==> src/rtl/rf_write_arbiter_pkg.sv <==
`default_nettype none
// +--------------------------------------------------------------------+
// | rf_write_arbiter_pkg : shared widths, arbiter state encoding, r0   |
// | Revision 1.0                                                       |
// +--------------------------------------------------------------------+
package rf_write_arbiter_pkg;

  localparam int unsigned RF_ADDR_W = 5;
  localparam int unsigned RF_DATA_W = 32;

  typedef enum logic [1:0] {
    ST_IDLE  = 2'd0,
    ST_PEND  = 2'd1,
    ST_FORCE = 2'd2
  } arb_state_e;

  localparam int unsigned REG_ZERO = 0;

endpackage
`default_nettype wire

==> src/rtl/rf_write_arbiter_if.sv <==
`default_nettype none
// +--------------------------------------------------------------------+
// | rf_write_arbiter_if : write-back, MDU and register-file port bundle|
// | Revision 1.0                                                       |
// +--------------------------------------------------------------------+
interface rf_write_arbiter_if
  import rf_write_arbiter_pkg::*;
#(
  parameter int unsigned ADDR_W = RF_ADDR_W,
  parameter int unsigned DATA_W = RF_DATA_W
) ();

  logic              wb_we;
  logic [ADDR_W-1:0] wb_rd;
  logic [DATA_W-1:0] wb_data;
  logic              mdu_valid;
  logic [ADDR_W-1:0] mdu_rd;
  logic [DATA_W-1:0] mdu_data;
  logic              mdu_ready;
  logic              rf_we;
  logic [ADDR_W-1:0] rf_waddr;
  logic [DATA_W-1:0] rf_wdata;
  logic              stall_req;
  logic              pend_valid;
  logic [ADDR_W-1:0] pend_rd;

  modport slave (
    input  wb_we, wb_rd, wb_data, mdu_valid, mdu_rd, mdu_data,
    output mdu_ready, rf_we, rf_waddr, rf_wdata, stall_req, pend_valid, pend_rd
  );

  modport master (
    output wb_we, wb_rd, wb_data, mdu_valid, mdu_rd, mdu_data,
    input  mdu_ready, rf_we, rf_waddr, rf_wdata, stall_req, pend_valid, pend_rd
  );

endinterface
`default_nettype wire

==> src/rtl/rf_write_arbiter_hold_reg.sv <==
`default_nettype none
// +--------------------------------------------------------------------+
// | rf_hold_reg : one-entry holding register for a parked MDU result   |
// | Revision 1.0                                                       |
// +--------------------------------------------------------------------+
module rf_hold_reg
  import rf_write_arbiter_pkg::*;
#(
  parameter int unsigned ADDR_W = RF_ADDR_W,
  parameter int unsigned DATA_W = RF_DATA_W
) (
  input  wire logic              clk,
  input  wire logic              rst_n,
  input  wire logic              load_i,
  input  wire logic              clear_i,
  input  wire logic [ADDR_W-1:0] rd_i,
  input  wire logic [DATA_W-1:0] data_i,
  output logic                   valid_o,
  output logic      [ADDR_W-1:0] rd_o,
  output logic      [DATA_W-1:0] data_o
);

  logic              valid_q;
  logic [ADDR_W-1:0] rd_q;
  logic [DATA_W-1:0] data_q;

  always_ff @(posedge clk or negedge rst_n) begin
    if (!rst_n) begin
      valid_q <= 1'b0;
      rd_q    <= '0;
      data_q  <= '0;
    end else if (load_i) begin
      valid_q <= 1'b1;
      rd_q    <= rd_i;
      data_q  <= data_i;
    end else if (clear_i) begin
      valid_q <= 1'b0;
    end
  end

  assign valid_o = valid_q;
  assign rd_o    = rd_q;
  assign data_o  = data_q;

endmodule
`default_nettype wire

==> src/rtl/rf_write_arbiter.sv <==
`default_nettype none
// +--------------------------------------------------------------------+
// | rf_write_arbiter : shares the RF write port between write-back and |
// | the MDU, parking losing MDU results and forcing starvation stalls  |
// | Revision 1.0                                                       |
// +--------------------------------------------------------------------+
module rf_write_arbiter
  import rf_write_arbiter_pkg::*;
#(
  parameter int unsigned DATA_W       = RF_DATA_W,
  parameter int unsigned ADDR_W       = RF_ADDR_W,
  parameter int unsigned STARVE_LIMIT = 4
) (
  input  wire logic          clk,
  input  wire logic          rst_n,
  rf_write_arbiter_if.slave  bus
);

  localparam int unsigned          CNT_W   = $clog2(STARVE_LIMIT) + 1;
  localparam logic [CNT_W-1:0]     AGE_MAX = CNT_W'(STARVE_LIMIT - 1);
  localparam logic [ADDR_W-1:0]    R0      = ADDR_W'(REG_ZERO);

  arb_state_e        state_q, state_d;
  logic [CNT_W-1:0]  age_q, age_d;
  logic              stall_q, stall_d;

  logic              w_port_busy;
  logic              w_accept;
  logic              w_mdu_nz;
  logic              w_hold_load;
  logic              w_hold_clear;
  logic              w_pend_valid;
  logic [ADDR_W-1:0] w_pend_rd;
  logic [DATA_W-1:0] w_pend_data;
  logic              w_we;
  logic [ADDR_W-1:0] w_waddr;
  logic [DATA_W-1:0] w_wdata;

  assign w_port_busy = bus.wb_we && (bus.wb_rd != R0);
  assign w_accept    = bus.mdu_valid && !w_pend_valid;
  assign w_mdu_nz    = (bus.mdu_rd != R0);

  rf_hold_reg #(
    .ADDR_W (ADDR_W),
    .DATA_W (DATA_W)
  ) u_hold (
    .clk     (clk),
    .rst_n   (rst_n),
    .load_i  (w_hold_load),
    .clear_i (w_hold_clear),
    .rd_i    (bus.mdu_rd),
    .data_i  (bus.mdu_data),
    .valid_o (w_pend_valid),
    .rd_o    (w_pend_rd),
    .data_o  (w_pend_data)
  );

  always_ff @(posedge clk or negedge rst_n) begin
    if (!rst_n) begin
      state_q <= ST_IDLE;
      age_q   <= '0;
      stall_q <= 1'b0;
    end else begin
      state_q <= state_d;
      age_q   <= age_d;
      stall_q <= stall_d;
    end
  end

  always_comb begin
    state_d      = state_q;
    age_d        = age_q;
    w_hold_load  = 1'b0;
    w_hold_clear = 1'b0;
    unique case (state_q)
      ST_IDLE: begin
        // Only a nonzero, non-superseded result that loses the port is parked.
        if (w_accept && w_mdu_nz && w_port_busy && (bus.mdu_rd != bus.wb_rd)) begin
          w_hold_load = 1'b1;
          age_d       = '0;
          state_d     = (STARVE_LIMIT == 1) ? ST_FORCE : ST_PEND;
        end
      end
      ST_PEND: begin
        if (!w_port_busy || (bus.wb_rd == w_pend_rd)) begin
          w_hold_clear = 1'b1;
          age_d        = '0;
          state_d      = ST_IDLE;
        end else begin
          age_d = age_q + CNT_W'(1);
          if (age_d == AGE_MAX) begin
            state_d = ST_FORCE;
          end
        end
      end
      ST_FORCE: begin
        w_hold_clear = 1'b1;
        age_d        = '0;
        state_d      = ST_IDLE;
      end
      default: begin
        w_hold_clear = 1'b1;
        age_d        = '0;
        state_d      = ST_IDLE;
      end
    endcase
    stall_d = (state_d == ST_FORCE);
  end

  always_comb begin
    w_we    = 1'b0;
    w_waddr = '0;
    w_wdata = '0;
    // The held write-back inputs are stale during FORCE, so the parked entry wins.
    if (state_q == ST_FORCE) begin
      w_we    = 1'b1;
      w_waddr = w_pend_rd;
      w_wdata = w_pend_data;
    end else if (w_port_busy) begin
      w_we    = 1'b1;
      w_waddr = bus.wb_rd;
      w_wdata = bus.wb_data;
    end else if (state_q == ST_PEND) begin
      w_we    = 1'b1;
      w_waddr = w_pend_rd;
      w_wdata = w_pend_data;
    end else if (w_accept && w_mdu_nz) begin
      w_we    = 1'b1;
      w_waddr = bus.mdu_rd;
      w_wdata = bus.mdu_data;
    end
  end

  assign bus.rf_we      = w_we && rst_n;
  assign bus.rf_waddr   = w_waddr;
  assign bus.rf_wdata   = w_wdata;
  assign bus.mdu_ready  = !w_pend_valid;
  assign bus.stall_req  = stall_q;
  assign bus.pend_valid = w_pend_valid;
  assign bus.pend_rd    = w_pend_rd;

endmodule
`default_nettype wire

==> src/flat_wrapper.sv <==
// flat-port wrapper written by rule: the top's interface ports become plain ports
module rf_write_arbiter_flat import rf_write_arbiter_pkg::*;
#(
  parameter int unsigned DATA_W       = RF_DATA_W,
  parameter int unsigned ADDR_W       = RF_ADDR_W,
  parameter int unsigned STARVE_LIMIT = 4
)
  (clk, rst_n, bus_wb_we, bus_wb_rd, bus_wb_data, bus_mdu_valid, bus_mdu_rd, bus_mdu_data, bus_mdu_ready, bus_rf_we, bus_rf_waddr, bus_rf_wdata, bus_stall_req, bus_pend_valid, bus_pend_rd);
  rf_write_arbiter_if #(.ADDR_W(ADDR_W), .DATA_W(DATA_W)) bus_i ();
  input  wire logic clk;
  input  wire logic rst_n;
  input wire logic [$bits(bus_i.wb_we)-1:0] bus_wb_we;
  input wire logic [$bits(bus_i.wb_rd)-1:0] bus_wb_rd;
  input wire logic [$bits(bus_i.wb_data)-1:0] bus_wb_data;
  input wire logic [$bits(bus_i.mdu_valid)-1:0] bus_mdu_valid;
  input wire logic [$bits(bus_i.mdu_rd)-1:0] bus_mdu_rd;
  input wire logic [$bits(bus_i.mdu_data)-1:0] bus_mdu_data;
  output wire logic [$bits(bus_i.mdu_ready)-1:0] bus_mdu_ready;
  output wire logic [$bits(bus_i.rf_we)-1:0] bus_rf_we;
  output wire logic [$bits(bus_i.rf_waddr)-1:0] bus_rf_waddr;
  output wire logic [$bits(bus_i.rf_wdata)-1:0] bus_rf_wdata;
  output wire logic [$bits(bus_i.stall_req)-1:0] bus_stall_req;
  output wire logic [$bits(bus_i.pend_valid)-1:0] bus_pend_valid;
  output wire logic [$bits(bus_i.pend_rd)-1:0] bus_pend_rd;
  assign bus_i.wb_we = bus_wb_we;
  assign bus_i.wb_rd = bus_wb_rd;
  assign bus_i.wb_data = bus_wb_data;
  assign bus_i.mdu_valid = bus_mdu_valid;
  assign bus_i.mdu_rd = bus_mdu_rd;
  assign bus_i.mdu_data = bus_mdu_data;
  assign bus_mdu_ready = bus_i.mdu_ready;
  assign bus_rf_we = bus_i.rf_we;
  assign bus_rf_waddr = bus_i.rf_waddr;
  assign bus_rf_wdata = bus_i.rf_wdata;
  assign bus_stall_req = bus_i.stall_req;
  assign bus_pend_valid = bus_i.pend_valid;
  assign bus_pend_rd = bus_i.pend_rd;
  rf_write_arbiter #(.DATA_W(DATA_W), .ADDR_W(ADDR_W), .STARVE_LIMIT(STARVE_LIMIT)) u_core (.clk(clk), .rst_n(rst_n), .bus(bus_i));
endmodule
==> config.mk <==
export PLATFORM = sky130hd
export DESIGN_NAME = rf_write_arbiter_flat
export DESIGN_NICKNAME = d
export VERILOG_FILES = /design/src/rtl/rf_write_arbiter_pkg.sv /design/src/rtl/rf_write_arbiter_if.sv /design/src/rtl/rf_write_arbiter_hold_reg.sv /design/src/rtl/rf_write_arbiter.sv /design/src/flat_wrapper.sv
export SDC_FILE = /design/constraint.sdc
export NUM_CORES = 1
export LEC_CHECK = 0
export CAP_MARGIN = 20
export CORE_UTILIZATION = 45
export DETAILED_ROUTE_END_ITERATION = 8
export PLACE_DENSITY_LB_ADDON = 0.05
export SETUP_SLACK_MARGIN = 0.02
export SLEW_MARGIN = 20
export SYNTH_ARGS = -nofsm -noshare
export SYNTH_HDL_FRONTEND = slang
export SYNTH_HIERARCHICAL = 1
export SYNTH_SLANG_ARGS = --single-unit
==> constraint.sdc <==
create_clock -name clk -period 3.4 [get_ports clk]
set_input_delay 0.34 -clock clk [delete_from_list [all_inputs] [get_ports clk]]
set_output_delay 0.34 -clock clk [all_outputs]
set_load 0.05 [all_outputs]
* Yosys cells after proc, flatten, opt, wreduce, memory -nomap -nowiden
Index checks and enable logic that the tools add are counted.
** Word-level totals
- Flip-flop bits (word level) :: 44
- Latch bits :: 0
- Memory bits (writable) :: 0
- ROM bits :: 0
- Input port bits :: 78
- Output and inout bits :: 46
- Logic and storage cells :: 52
- Memories kept :: 0
** Operators by class
- Add/sub/neg operators :: 1
- Multiply operators :: 0
- Div/mod/pow operators :: 0
- $lt $le $gt $ge :: 0
- Eq/ne operators :: 7
- Shift-type cells :: 0
- Mux-type cells :: 25
- Bitwise logic cells :: 0
- Reduce and logical (&&, ||, !) cells :: 13
** Operators with widths (number)
- $mux 32 :: 4
- $mux 5 :: 4
- $reduce_bool 5->1 :: 2
- $mux 1 :: 9
- $logic_and 1x1->1 :: 6
- $mux 2 :: 3
- $mux 3 :: 2
- $pmux 3 s2 :: 1
- $eq 5x5->1 :: 1
- $ne 5x5->1 :: 1
- $eq 2x2->1 const B :: 2
- $pmux 2 s2 :: 1
- $add 3x1->3 const B :: 1
- $eq 3x2->1 const B :: 1
- $eq 2x1->1 const B :: 1
- $logic_not 1->1 :: 2
- $logic_not 2->1 :: 1
- $ne 2x1->1 const B :: 1
- $pmux 1 s2 :: 1
- $reduce_bool 2->1 :: 1
- $logic_or 1x1->1 :: 1

* Longest topological paths before layout
- Depth after elaboration :: 8
- Depth in mapped cells :: 8
- Gate-level depth less buffers :: 6

* By module
The synthesis kept the hierarchy.
** By module, submodules not included
- rf_hold_reg :: times used 1, cells an instance 81, area each 1488.9 um^2, seq. area each 950.9 um^2
- rf_write_arbiter :: times used 1, cells an instance 148, area each 1159.9 um^2, seq. area each 150.1 um^2

* Worst setup path after synthesis
OpenSTA, ideal clock, no wires.
- Kind :: input to output
- Start :: in bus_wb_rd[1]
- End :: out bus_rf_wdata[23]
- Arrival :: 2193 ps
- Data required time :: 3060 ps
- Setup slack :: 867 ps
- Stages :: 7
- Path buffers :: 2
- Cells stage by stage :: or4_1 > o21a_1 > buf_6 > nor4b_4 > buf_6 > a222oi_1 > inv_1
** Between the ends
- Longest elaborated chain between the ends :: 4
** Ends and longest elaborated chain
- from (decl) :: line flat_wrapper.sv:13 : input wire logic [$bits(bus_i.wb_rd)-1:0] bus_wb_rd;
- $reduce_bool 5->1 :: line rf_write_arbiter.sv:39 : assign w_port_busy = bus.wb_we && (bus.wb_rd != R0);
- $logic_and 1x1->1 :: line rf_write_arbiter.sv:39
- $mux 32 :: line rf_write_arbiter.sv:119 : end else if (w_port_busy) begin
- $mux 32 :: line rf_write_arbiter.sv:115 : if (state_q == ST_FORCE) begin
- to (decl) :: line flat_wrapper.sv:21 : output wire logic [$bits(bus_i.rf_wdata)-1:0] bus_rf_wdata;
No other way between the ends.

* Worst setup path in the final report
- Start :: in bus_wb_rd[1]
- End :: out bus_rf_wdata[18]
Same word-level chain as after synthesis.

==> impl_results.md <==
* Status: completed
* Synth Area in Compound Gates at 18.42%
* CTS Buf Count at 5
* Fraction of registers with async set/reset at 100.0%
* Max-slew violations at 0
* Metal2 WL at 3.699 mm
* Synth warnings at 6
* XOR/XNOR share of the synthesized area at 3.307%
* RSZ-0062 raised after global routing: no
* Clk root buf: clkbuf_8
* Fmax at 0.3137 GHz
* Cts hold-fix bufs at 0
* Nets at 431
* Die X at 78.72 um
* Post-synth top flop: dfrtp_1
* Worst reg2reg endpoint: u_core/u_hold/data_o[6]
* Clock latency on the worst-skew pair at 0.30 ns
* Commonest cells in the netlist: dfrtp_1, inv_1, a222oi_1
* Power Density at 744.3 nW/um2
* Antenna diodes at 0
* Post-layout util at 78.29%
* Worst setup SP type: input port
* Number of synthesized register bits at 44
* Filler instances at 390
* H-tree depth at 2
* Register-to-Register Setup Slack at 0.97 ns
* Die area at 6197 um2
* CP peak stage delay at 0.55 ns
* Worst Tran Pin Value at 0.5774 ns
* Cell taking the most area after synthesis: dfrtp_1
* Int Pwr at 1.947 mW
* Sequential power share at 29.1%
* Via count at 2422
* Synth top area cells: dfrtp_1, a222oi_1, mux2_4
* DP Area at 4237 um2
* Clock transition at path regs at 0.08 ns
* Final std cells w/o fill at 424
* CTS max path bufs at 2
* Post-Syn Area per Cell at 11.57 um2
* CP Data Required Time at 3.06 ns
* Leakage at 1.975 nW
* Part of the cycle the worst path needs at 93.76%
* CTS tree: yes
* EDFF count, synth at 0
* CP max FO at 32
* Highest Signal Layer: met4
* Register area share after synthesis at 41.57%
* Max-Cap Viols at 0
* Routability cong. at 0.8873
* Metal-1 WL at 3.156 mm
* Pin count of the biggest net entering global routing at 45
* Slew HR at 61.51%
* DP HPWL at 5.510 mm
* Peak supply drop at 0.0004979 V
* CP max stage cell: or4_1
* Initial antenna violation count at 0
* CP Cell Sequence: clkdlybuf4s50_1, or4_1, o21a_2, and2_1, buf_4, a222oi_1, inv_1, buf_12
* Crit path kind: input port to output pin
* Average via count per standard cell at 5.712
* Most common cell in the netlist: dfrtp_1
* Comb power frac at 57.2%
* Synthesized area at 2649 um2
* IO Port Bufs at 123
* Mux share of post-synthesis cell area at 18.85%
* Syn nets at 309
* Starting Density at 47.52%
* Min Tclk post-route at 3.188 ns
* Area share of the largest cell type after synthesis at 41.57%
* CP endpoint kind: output pin
* CTS sink count at 44
* Vias in the first global route at 2498
* Total GRT Usage at 25.60%
* Std cell rows at 27
* # setup viols final at 0
* Hold Fails Final Rpt at 0
* Drt total wl at 7.622 mm
* Crit path launch: bus_wb_rd[1]
* Placed cells at 416
* Total gr overflow at 0
* Count of different cell masters after synthesis at 29
* Area Overhead vs Synth at 64.76%
* Finished Cell Area at 4364 um2
* Clock power share at 13.6%
* Clk_skew at 0.006080 ns
* Sw frac at 40.07%
* Switching power at 1.301 mW
* DRC Markers at 0
* Reg2reg path depth at 6
* Hold Path Class: input port to async pin
* Routed wl met3 at 561 um
* Wire per inst at 17.98 um
* First-pass GRT wire length at 12.19 mm
* Cells after Synth at 229
* Drt first pass iters at 6
* Final ANT Viol Nets at 0
* R2R Path Start: u_core/u_hold/valid_o
* Starting DRT DRC Count at 284
* I/O pin cnt at 124
* Hold WS at 0.1409 ns
* Setup TNS at 0 ns
* DIE HEIGHT at 78.72 um
* Synth Area in Adders at 0.9447%
* Core area at 5574 um2
* Simple-gate area share of the yosys netlist at 6.235%
* Main combinational cell family by area after synthesis: multiplexers
* WP data arrival at 2.85 ns
* Layout cells sized above 1 at 26.99%
sequential cells by signal, indices dropped and copies added (netlist names):
signal,cells
u_core/age_q,3
u_core/bus.stall_req,1
u_core/state_q,2
u_core/u_hold/data_o,32
u_core/u_hold/rd_o,5
u_core/u_hold/valid_o,1
final cells by class:
cell class                 count  area, um2  share of cell area (%)
timing repair buffer         130       1637                   37.50
sequential                    44       1101                   25.23
inverter                      37      138.9                   3.182
clock inverter                 1      30.03                  0.6881
multi-input combinational    133       1271                   29.13
tap                           72      90.09                   2.064
clock buffer                   7      96.34                   2.208
layout by cell type (no fill, tap or decap), types with 4 or more instances in the layout:
cell type,synthesis,layout
nand2_1,8,8
xnor2_1,10,10
buf_12,0,36
mux2_4,19,19
inv_1,37,37
mux2_2,19,19
clkbuf_8,0,7
dfrtp_1,44,44
a21o_1,4,4
nor2_1,5,5
a21oi_1,5,5
buf_4,0,8
a222oi_1,32,32
clkdlybuf4s50_1,0,85
nand2b_1,4,4
logic make-up after synthesis:
logic type / Yosys count
xor+xnor: 10
mux: 38
fa+ha+maj: 2
simple gates: 29
flops: 44
compound gates: 54
buf+inv: 52
worst max-delay path: cells and delay by family:
family	cells	cell delay, ns
and+or+nand+nor	2	0.74
AOI/OAI and AO/OA	2	0.72
buffers and inverters	4	1.06
worst max path at each step:
stage / cells past startpoint / end / slack [ns]
5_1_grt: 8 / bus_rf_wdata[24] / 0.06
4_1_cts: 8 / bus_rf_wdata[18] / 0.13
3_3_place_gp: 5 / bus_rf_we / 0.24
6_report: 8 / bus_rf_wdata[18] / 0.21
2_1_floorplan: 7 / bus_rf_wdata[23] / 0.87
3_5_place_dp: 8 / bus_rf_wdata[18] / 0.15
per-layer routing:
metal / vias to the layer above / track usage (%)
li1: 1093 / -
met1: 1196 / 32.64
met2: 118 / 42.09
met3: 15 / 5.977
met4: 0 / 9.630
met5: - / 0
metrics by stage:
| step | power, mW | setup slack, ns |
|---|---|---|
| floorplan | 2.048 | 0.8668 |
| global placement | 2.763 | 0.2441 |
| detailed placement | 2.813 | 0.1479 |
| CTS | 3.261 | 0.1302 |
| global route | 3.403 | 0.06207 |
| finish | 3.248 | 0.2121 |
power groups by stage:
stage          clock network, mW  logic (mW)  registers [mW]
5_1_grt                    0.470        1.95           0.981
2_1_floorplan                  0        1.02            1.03
4_1_cts                    0.449        1.87           0.945
3_5_place_dp                   0        1.86           0.953
3_3_place_gp                   0        1.83           0.935
6_report                   0.443        1.86           0.946
repair_timing:
action / 4_1_cts / 5_1_grt
buffers inserted: 0 / 0
resized for setup: 0 / 1
setup endpoints to repair: 0 / 2
Note: power is estimated with default switching activity, not from simulation.
